===== src/rtl/golden_nonce_queue.sv =====
// Turns each change of the core's golden_nonce into a {nonce, work_id} event and queues it.
// Latency is 2 cycles from find to head. The consumer stalls via out_ready; results arriving while full are dropped and counted.
module golden_nonce_queue #(
  parameter int DEPTH_LOG2 = 2
) (
  input  logic                  clk,
  input  logic                  reset_n,
  input  logic [31:0]           golden_nonce,
  input  logic [31:0]           nonce,
  input  logic [7:0]            work_id,
  input  logic                  flush,
  output logic                  out_valid,
  input  logic                  out_ready,
  output logic [31:0]           out_nonce,
  output logic [7:0]            out_work_id,
  output logic [DEPTH_LOG2:0]   count,
  output logic [7:0]            overflow_cnt,
  output logic                  exhausted
);

  localparam int DEPTH = 1 << DEPTH_LOG2;
  localparam logic [DEPTH_LOG2:0]   FULL_CNT = (DEPTH_LOG2+1)'(DEPTH);
  localparam logic [DEPTH_LOG2:0]   CNT_ONE  = (DEPTH_LOG2+1)'(1);
  localparam logic [DEPTH_LOG2-1:0] PTR_ONE  = DEPTH_LOG2'(1);

  logic [31:0]           gn_q, gn_prev_q;
  logic [7:0]            wid_q;
  logic                  nn_msb_q, nn_msb_prev_q;
  logic                  v_q, armed_q;

  logic [39:0]           mem_q [DEPTH];
  logic [DEPTH_LOG2-1:0] wr_ptr_q, wr_ptr_d, rd_ptr_q, rd_ptr_d;
  logic [DEPTH_LOG2:0]   count_q, count_d;
  logic [7:0]            ovf_q, ovf_d;
  logic                  exh_q, exh_d;
  logic [39:0]           head_q, head_d;

  logic push, pop, full, do_push, drop, wrap;

  // Only the sign bit of the running nonce matters for wrap detection.
  logic nonce_unused;
  assign nonce_unused = ^nonce[30:0];

  always_comb begin
    push     = armed_q & (gn_q != gn_prev_q) & ~flush;
    pop      = out_valid & out_ready;
    full     = (count_q == FULL_CNT);
    do_push  = push & (~full | pop);
    drop     = push & full & ~pop;
    wrap     = armed_q & nn_msb_prev_q & ~nn_msb_q;

    wr_ptr_d = wr_ptr_q;
    rd_ptr_d = rd_ptr_q;
    count_d  = count_q;
    exh_d    = exh_q;
    ovf_d    = ovf_q;
    head_d   = '0;

    if (flush) begin
      wr_ptr_d = '0;
      rd_ptr_d = '0;
      count_d  = '0;
      exh_d    = 1'b0;
    end else begin
      if (do_push) wr_ptr_d = wr_ptr_q + PTR_ONE;
      if (pop)     rd_ptr_d = rd_ptr_q + PTR_ONE;
      case ({do_push, pop})
        2'b10:   count_d = count_q + CNT_ONE;
        2'b01:   count_d = count_q - CNT_ONE;
        default: count_d = count_q;
      endcase
      if (wrap) exh_d = 1'b1;
    end

    if (drop && ovf_q != 8'hFF) ovf_d = ovf_q + 8'd1;

    // The new head may be the entry being written this very cycle.
    if (count_d != '0) begin
      if (do_push && wr_ptr_q == rd_ptr_d) head_d = {gn_q, wid_q};
      else                                 head_d = mem_q[rd_ptr_d];
    end
  end

  always_ff @(posedge clk or negedge reset_n) begin
    if (!reset_n) begin
      gn_q          <= '0;
      gn_prev_q     <= '0;
      wid_q         <= '0;
      nn_msb_q      <= 1'b0;
      nn_msb_prev_q <= 1'b0;
      v_q           <= 1'b0;
      armed_q       <= 1'b0;
      wr_ptr_q      <= '0;
      rd_ptr_q      <= '0;
      count_q       <= '0;
      ovf_q         <= '0;
      exh_q         <= 1'b0;
      head_q        <= '0;
    end else begin
      gn_q          <= golden_nonce;
      gn_prev_q     <= gn_q;
      wid_q         <= work_id;
      nn_msb_q      <= nonce[31];
      nn_msb_prev_q <= nn_msb_q;
      v_q           <= 1'b1;
      armed_q       <= v_q;
      wr_ptr_q      <= wr_ptr_d;
      rd_ptr_q      <= rd_ptr_d;
      count_q       <= count_d;
      ovf_q         <= ovf_d;
      exh_q         <= exh_d;
      head_q        <= head_d;
    end
  end

  always_ff @(posedge clk) begin
    if (do_push) mem_q[wr_ptr_q] <= {gn_q, wid_q};
  end

  assign out_valid    = (count_q != '0);
  assign out_nonce    = head_q[39:8];
  assign out_work_id  = head_q[7:0];
  assign count        = count_q;
  assign overflow_cnt = ovf_q;
  assign exhausted    = exh_q;

endmodule

===== config.mk =====
export PLATFORM = sky130hd
export DESIGN_NAME = golden_nonce_queue
export DESIGN_NICKNAME = d
export VERILOG_FILES = /design/src/rtl/golden_nonce_queue.sv
export SDC_FILE = /design/constraint.sdc
export NUM_CORES = 1
export LEC_CHECK = 0
export BUFFER_PORTS_ARGS = -buffer_cell sky130_fd_sc_hd__buf_2
export CAP_MARGIN = 25
export CORE_MARGIN = 2
export CORE_UTILIZATION = 36
export DETAILED_ROUTE_END_ITERATION = 12
export PLACE_DENSITY = 0.58
export SLEW_MARGIN = 40
export SYNTH_ARGS = -nofsm -noshare
export SYNTH_HDL_FRONTEND = slang
export SYNTH_SLANG_ARGS = --single-unit

===== constraint.sdc =====
create_clock -name clk -period 4.65 [get_ports clk]
set_clock_uncertainty 0.2 [all_clocks]
set_input_delay 0.465 -clock clk [delete_from_list [all_inputs] [get_ports clk]]
set_output_delay 0.465 -clock clk [all_outputs]
set_load 0.05 [all_outputs]

==> results_dict.tcl, run 1 <==
set metrics [dict create \
    cp_arrival_ps 3770 \
    drt-pass1-iter-count 4 \
    synthToLayoutAreaGrowth_pct 23.0 \
    worst_pin_slew_ps 812 \
    syn-cell-area_sq_um 11400 \
    grt_setup_unrepaired "no" \
    yosys.cell_count.top_type "sky130_fd_sc_hd__edfxtp_1" \
    net_count_synth 802 \
    antenna_found_initial 0 \
    placement_rows 65 \
    r2r_setup_slack_ps 1100 \
    die_w_um 182 \
    critical_path_class "reg2reg" \
    aggregate_global_route_resource_usage_pct 16.1 \
    postSynthAreaPerCell_sq_um 15.9 \
    share_of_final_layout_standard_cells_stronger_than_drive_strength_1_pct 31.4 \
    hold-worst-slack_ps 79.6 \
    place.port_buffers 97 \
    cts.repair_timing.setup_buffer_count 0 \
    ctsRootBufferMaster "sky130_fd_sc_hd__clkbuf_16" \
    hold_depth 2 \
    grt_overflow 0 \
    synth.top_cell.area_share_pct 42.1 \
    dieArea_sq_um 33200 \
    worstRegToRegCells 12 \
    grt_first_pass_wirelength_mm 41.4 \
    post-route-drc-count 0 \
    netSwitchingPower_mw 2.22 \
    placedInstanceArea_sq_um 12500 \
    chipHeight_um 182 \
    half_perimeter_wire_length_after_placement_mm 14.9 \
    ir_drop_mv 0.301 \
    max_cap_viol_count 0 \
    timing.slew.headroom_pct 45.9 \
    worst_slack_ps 1100 \
    internal_power_mw 4.90 \
    detailedPlace.worstSlack_ps 1130 \
    ioPinCount 129 \
    finalHoldViolations 0 \
    swShare_pct 31.2 \
    min-delay-start "flush" \
    outcome "complete, no violations" \
    clock_power_share_pct 35.6 \
    final_nets 948 \
    clock_insertion_delay_at_the_later_pin_of_the_skew_report_ps 560 \
    kind_of_start_point_of_the_critical_path "flop" \
    avgViaCountPerCell 5.20 \
    drt-total-wl_mm 26.6 \
    floorplan.initialDensity_pct 36.4 \
    route.vias.total 6720 \
    ant_nets 0 \
    yosysSeqAreaShare_pct 71.0 \
    cellLeakagePower_nw 5.41 \
    clk_path_buf_depth 3 \
    cts.sink_count 292 \
    yosys-top-cells-area "sky130_fd_sc_hd__edfxtp_1 (42%), sky130_fd_sc_hd__dfrtp_1 (29%), sky130_fd_sc_hd__a221oi_2 (5.3%)" \
    cts_tree "done" \
    maximum_achievable_frequency_mhz 282 \
    reg2reg_from "gn_q[5]" \
    report.final.setup_viol 0 \
    timing.setup.tns_ps 0 \
    synth_cells 720 \
    synth_top_cell_by_area "sky130_fd_sc_hd__edfxtp_1" \
    avgRoutedWirePerCell_um 20.5 \
    vias_in_the_first_global_route 6900 \
    grt_start_max_net_pins 104 \
    timing.hold.worst_endpoint "exhausted" \
    place.gp.congestion 0.774 \
    antenna_cells 0 \
    power.density_cell_area_nw_per_um2 507 \
    fp.coreArea_sq_um 31400 \
    synth-edff-count 160 \
    detail_route.iter0.violations 361 \
    min_period_over_period_pct 76.3 \
    ctsResizeCount 0 \
    cts_htree_levels 1 \
    dominantRegCellSynth "sky130_fd_sc_hd__edfxtp_1" \
    total_power_mw 7.12 \
    hp-class "in2reg" \
    synth_warnings 0 \
    path_max_fanout 21 \
    worstSetupEndpointType "flop" \
    ys_async_rst_share_pct 45.2 \
    layout_min_cycle_time_ps 3550 \
    seq_power_share_pct 42.5 \
    filler_cells_inserted 2777 \
    cts_made_buffers 31 \
    timing.critical_path.required_ps 4870 \
    crit-reg2reg-capture "head_q[8]" \
    post_synth_most_frequent_cells "sky130_fd_sc_hd__edfxtp_1 (160), sky130_fd_sc_hd__dfrtp_1 (132), sky130_fd_sc_hd__nand3_1 (46)" \
    clk_pin_slew_ps 60 \
    synth.lib_cells_used.distinct 44 \
    design_area_sq_um 14000 \
    ys_ff_latch 292 \
    pwr-share-comb_pct 21.9 \
    final-max-slew-violation-count 0 \
]
-- state kept, by name, summed over array words and instances, names as in the netlist --
name	flops
gn_prev_q	32
armed_q	1
nn_msb_prev_q	1
v_q	1
gn_q	32
wid_q	8
mem_q	160
rd_ptr_q	2
overflow_cnt	8
exhausted	1
nn_msb_q	1
head_q	40
wr_ptr_q	2
count	3
-- timing repair --
item | 4_1_cts | 5_1_grt
hold endpoints to repair | 143 | 0
endpoints found under the setup margin | 0 | 0
hold buffers | 42 | 0
-- stage by stage --
stage               std cells  utilization, %
global route             1293            44.8
floorplan                 720               -
detailed placement       1192            39.9
CTS                      1292            44.7
finish                   1293            44.8
global placement         1192            39.8
-- worst max-delay path, cell delays in order, from the launching register on --
cell,delay [ps]
sky130_fd_sc_hd__dfrtp_1,420
sky130_fd_sc_hd__xnor2_1,330
sky130_fd_sc_hd__nand4_1,200
sky130_fd_sc_hd__nor4_2,290
sky130_fd_sc_hd__buf_4,210
sky130_fd_sc_hd__a21o_1,140
sky130_fd_sc_hd__nand3_1,90
sky130_fd_sc_hd__fa_1,440
sky130_fd_sc_hd__xor2_1,200
sky130_fd_sc_hd__nor2_1,60
sky130_fd_sc_hd__a22o_2,260
sky130_fd_sc_hd__buf_12,190
sky130_fd_sc_hd__a221oi_2,390
-- routing by layer --
layer | share of wire, % | routed length, um | track usage [%] | up-vias
li1 | - | - | - | 3080
met5 | 0 | 0 | 0 | -
met1 | 45 | 12000 | 22.4 | 3428
met3 | 4.1 | 1100 | 2.43 | 45
met2 | 48 | 12800 | 26.4 | 167
met4 | 2.4 | 632 | 4.52 | 0
-- worst max-delay path by stage --
stage	from	endpoint	slack (ps)
after global placement	gn_q[5]	head_q[32]	1110
final	gn_q[5]	head_q[8]	1100
after detailed placement	gn_q[5]	head_q[8]	1130
after global routing	gn_q[5]	count[2]	840
after floorplan	count[0]	mem_q[0][0]	1270
after CTS	gn_q[5]	head_q[32]	1100
-- cells in the final DEF (no fill, tap or decap), types with 2 or more instances in the layout --
master                          synthesis  final
sky130_fd_sc_hd__nand3_1               46     45
sky130_fd_sc_hd__clkbuf_1              23      3
sky130_fd_sc_hd__mux2_2                43     43
sky130_fd_sc_hd__nor2b_1                2      2
sky130_fd_sc_hd__nand2_1               45     45
sky130_fd_sc_hd__ha_1                   5      5
sky130_fd_sc_hd__dfrtp_1              132    132
sky130_fd_sc_hd__edfxtp_1             160    160
sky130_fd_sc_hd__buf_12                 0      8
sky130_fd_sc_hd__a21oi_1                2      2
sky130_fd_sc_hd__dlygate4sd3_1          0     42
sky130_fd_sc_hd__a22oi_1               40     40
sky130_fd_sc_hd__nor4_1                 4      4
sky130_fd_sc_hd__clkinvlp_4             0      3
sky130_fd_sc_hd__a221oi_2              40     40
sky130_fd_sc_hd__o221ai_1              40     40
sky130_fd_sc_hd__o31ai_1                2      2
sky130_fd_sc_hd__clkinv_2               0     11
sky130_fd_sc_hd__nor2_1                 9      8
sky130_fd_sc_hd__xnor2_1               33     33
sky130_fd_sc_hd__clkbuf_16              0     33
sky130_fd_sc_hd__bufinv_16              0      4
sky130_fd_sc_hd__nand4_1                9      9
sky130_fd_sc_hd__buf_4                  8     19
sky130_fd_sc_hd__inv_1                 10     10
sky130_fd_sc_hd__xor2_1                 8      8
sky130_fd_sc_hd__o21ai_0                2      2
sky130_fd_sc_hd__a2111oi_0              2      2
sky130_fd_sc_hd__nor3_1                 2      2
sky130_fd_sc_hd__buf_2                 23     96
sky130_fd_sc_hd__or3_1                  3      3
sky130_fd_sc_hd__a211oi_1               4      3
sky130_fd_sc_hd__and2_2                 0      5
sky130_fd_sc_hd__nor4_2                 2      2
-- power by group through the flow --
| stage | Sequential, mW | Clock, mW | Combinational, mW |
|---|---|---|---|
| after floorplan | 3.38 | 0 | 0.748 |
| after global placement | 3.08 | 0 | 1.52 |
| after detailed placement | 3.08 | 0 | 1.53 |
| after CTS | 3.03 | 2.58 | 1.56 |
| after global routing | 3.05 | 2.69 | 1.66 |
| final | 3.03 | 2.53 | 1.56 |
-- cells by family (layout without fill, tap and decap cells) --
kind of cell / after synthesis / in the layout / synth area share (%)
buffers and inverters: 65 / 236 / 2.65
flip-flops: 292 / 292 / 71.0
multiplexers: 45 / 45 / 4.52
XOR/XNOR: 42 / 42 / 3.29
adder cells (fa/ha/maj): 6 / 6 / 0.723
AO/OA/AOI/OAI: 140 / 140 / 12.3
AND/OR/NAND/NOR: 129 / 129 / 5.49
other: 1 / 1 / 0.0328
-- area by class of cell --
cell class	instances	area, sq um	share of cell area [%]
clock buffers	37	851	6.06
clock inverters	21	221	1.58
inverters	10	37.5	0.267
multi-input cells	363	3070	21.9
flip-flops and latches	292	8110	57.7
well taps	402	503	3.58
repair buffers	168	1260	8.95
No activity file was read; power rests on OpenSTA's default activity.
==> inputs of run 2 (changes only) <==
--- a/config.mk
+++ b/config.mk
@@ -10,7 +10,7 @@
 export CORE_MARGIN = 2
 export CORE_UTILIZATION = 36
 export DETAILED_ROUTE_END_ITERATION = 12
-export PLACE_DENSITY = 0.58
+export PLACE_DENSITY = 0.6
 export SLEW_MARGIN = 40
 export SYNTH_ARGS = -nofsm -noshare
 export SYNTH_HDL_FRONTEND = slang
==> constraint.sdc (replaced) <==
create_clock -name clk -period 3 [get_ports clk]
set_clock_uncertainty 0.2 [all_clocks]
set_input_delay 0.3 -clock clk [delete_from_list [all_inputs] [get_ports clk]]
set_output_delay 0.3 -clock clk [all_outputs]
set_load 0.05 [all_outputs]
==> run 2 against run 1 <==
Compared with the run above:
- largest power group unchanged
- final cell count rose by 4.8%
- hold slack improved by 68 ps
- worst setup slack got worse by 1300 ps
- critical path depth shrank 1
- the run now ends with setup timing left
- non-clock buffer count increased by 56
- count of clock-buffer cells in the layout increased by 8
- sequential power up 55%
==> results_dict.tcl, run 2 (same netlist as run 1, synthesis figures left out) <==
set metrics [dict create \
    outcome "complete, but fails checks" \
    violations_in_the_final_reports "setup timing" \
    min-delay-start "v_q" \
    critical_path_class "reg2reg" \
    detail_route.iter0.violations 569 \
    ioPinCount 129 \
    placement_rows 65 \
    worstRegToRegCells 11 \
    min_period_over_period_pct 107 \
    pwr-share-comb_pct 23.2 \
    share_of_final_layout_standard_cells_stronger_than_drive_strength_1_pct 36.8 \
    layout_min_cycle_time_ps 3210 \
    mostFrequentLayoutCells "sky130_fd_sc_hd__edfxtp_1 (160), sky130_fd_sc_hd__dfrtp_1 (131), sky130_fd_sc_hd__buf_2 (96)" \
    detailedPlace.worstSlack_ps -228 \
    regMostFlops "mem_q" \
    antenna_found_initial 0 \
    avgViaCountPerCell 5.18 \
    cellLeakagePower_nw 5.89 \
    crit_path_max_incr_delay_ps 470 \
    kind_of_start_point_of_the_critical_path "flop" \
    swShare_pct 30.9 \
    post-route-drc-count 0 \
    cts.sink_count 292 \
    route.vias.total 7025 \
    clock_insertion_delay_at_the_later_pin_of_the_skew_report_ps 510 \
    critical_path.slowest_cell "sky130_fd_sc_hd__dfrtp_2" \
    grt_overflow 0 \
    place.gp.congestion 0.778 \
    cp_arrival_ps 3430 \
    grt_setup_unrepaired "yes" \
    post-route-util_pct 47.6 \
    worst_pin_slew_ps 676 \
    die_w_um 182 \
    hp-class "reg2reg" \
    power.density_cell_area_nw_per_um2 786 \
    floorplan.initialDensity_pct 36.4 \
    hold-worst-slack_ps 148 \
    worst_slack_ps -214 \
    maximum_achievable_frequency_mhz 311 \
    hold_depth 0 \
    clk_pin_slew_ps 60 \
    report.final.setup_viol 41 \
    layout.cells.non_filler 1355 \
    fp.coreArea_sq_um 31400 \
    timing.hold.worst_endpoint "armed_q" \
    half_perimeter_wire_length_after_placement_mm 16.9 \
    ant_nets 0 \
    place.port_buffers 97 \
    grt_start_max_net_pins 67 \
    clock_power_share_pct 36.7 \
    synthToLayoutAreaGrowth_pct 30.8 \
    cts_made_buffers 35 \
    reg2reg_from "gn_q[5]" \
    largest_register_ff_count 160 \
    dieArea_sq_um 33200 \
    design_area_sq_um 14900 \
    finalHoldViolations 0 \
    chipHeight_um 182 \
    reg_top3 "mem_q: 160 flops, head_q: 40 flops" \
    final_nets 1008 \
    ir_drop_mv 0.448 \
    netSwitchingPower_mw 3.62 \
    placedInstanceArea_sq_um 13100 \
    critPathLaunch "gn_q[5]" \
    avgRoutedWirePerCell_um 21.0 \
    r2r_setup_slack_ps -210 \
    internal_power_mw 8.11 \
    clk_path_buf_depth 3 \
    cts_tree "done" \
    timing.critical_path.required_ps 3220 \
    aggregate_global_route_resource_usage_pct 17.2 \
    place.detailed.instances 1244 \
    timing.slew.headroom_pct 55.0 \
    antenna_cells 0 \
    path_cells "xnor2_4, nand4_1, nor4_4, a21o_1, nand3_2, fa_2, xor2_2, nor2_2, a22o_4, buf_12, a221oi_2" \
    seq_power_share_pct 40.1 \
    crit-reg2reg-capture "head_q[22]" \
    max_cap_viol_count 0 \
    drt-total-wl_mm 28.5 \
    grt_first_pass_wirelength_mm 43.8 \
    final_common_cell "sky130_fd_sc_hd__edfxtp_1" \
    ctsRootBufferMaster "sky130_fd_sc_hd__clkbuf_16" \
    final-max-slew-violation-count 0 \
    cts_htree_levels 2 \
    vias_in_the_first_global_route 7257 \
    drt-pass1-iter-count 5 \
    path_max_fanout 17 \
    worstSetupEndpointType "flop" \
]
==> run 2: changes by cell type in the layout (fill, tap and decap cells not counted), sizes merged <==
| cell | previous run | this run |
|---|---|---|
| buf | 126 | 179 |
| clkbuf | 37 | 47 |
| clkinv | 12 | 9 |
| clkinvlp | 3 | 2 |
| dlygate4sd3 | 42 | 43 |
| inv | 12 | 14 |
==> run 2: metrics by stage <==
stage                     total power, mW  setup TNS [ps]
final                                11.7           -7390
after global routing                 12.2          -11960
after CTS                            11.8           -5670
after detailed placement             7.39           -8230
after global placement               7.37           -8720
after floorplan                      6.41           -4240
==> run 2: worst max path at each step <==
stage / depth (start not counted) / to / slack (ps)
6_report: 11 / head_q[22] / -210
5_1_grt: 11 / count[2] / -330
4_1_cts: 12 / head_q[34] / -170
3_5_place_dp: 11 / head_q[22] / -230
3_3_place_gp: 11 / head_q[24] / -230
2_1_floorplan: 11 / head_q[19] / -210
==> run 2: final cells by class <==
class | instances | area [sq um]
Clock buffer | 45 | 975
Clock inverter | 19 | 214
Fill cell | 2715 | 16500
Inverter | 10 | 37.5
Multi-Input combinational cell | 363 | 3200
Sequential cell | 292 | 8110
Tap cell | 402 | 503
Timing Repair Buffer | 224 | 1900
==> run 2: what timing repair did <==
action / CTS / global route
pin swaps: 4 / 7
hold endpoints to repair: 109 / 0
hold buffers: 43 / 0
cloned: 0 / 2
resized for setup: 9 / 7
buffers inserted: 1 / 1
setup endpoints to repair: 41 / 41
==> run 2: critical path, delay by kind of cell (launching register included) <==
kind            cells  cell delay (ps)
compound gates      3              760
xor+xnor            2              430
fa+ha+maj           1              390
buf+inv             1              190
flops               1              470
simple gates        4              650
==> run 2: power groups by stage <==
stage,registers [mW],clock network (mW),logic [mW]
after floorplan,5.23,0,1.18
final,4.70,4.31,2.72
after detailed placement,4.78,0,2.61
after global routing,4.73,4.58,2.90
after global placement,4.78,0,2.60
after CTS,4.70,4.40,2.67
==> run 2: metal layers <==
metal  wire, um  vias up  global-route usage, %
met2      14100      182                   28.9
li1           -     3205                      -
met4        543        0                   4.48
met3       1180       38                   2.71
met1      12700     3600                   23.4
met5          0        -                      0
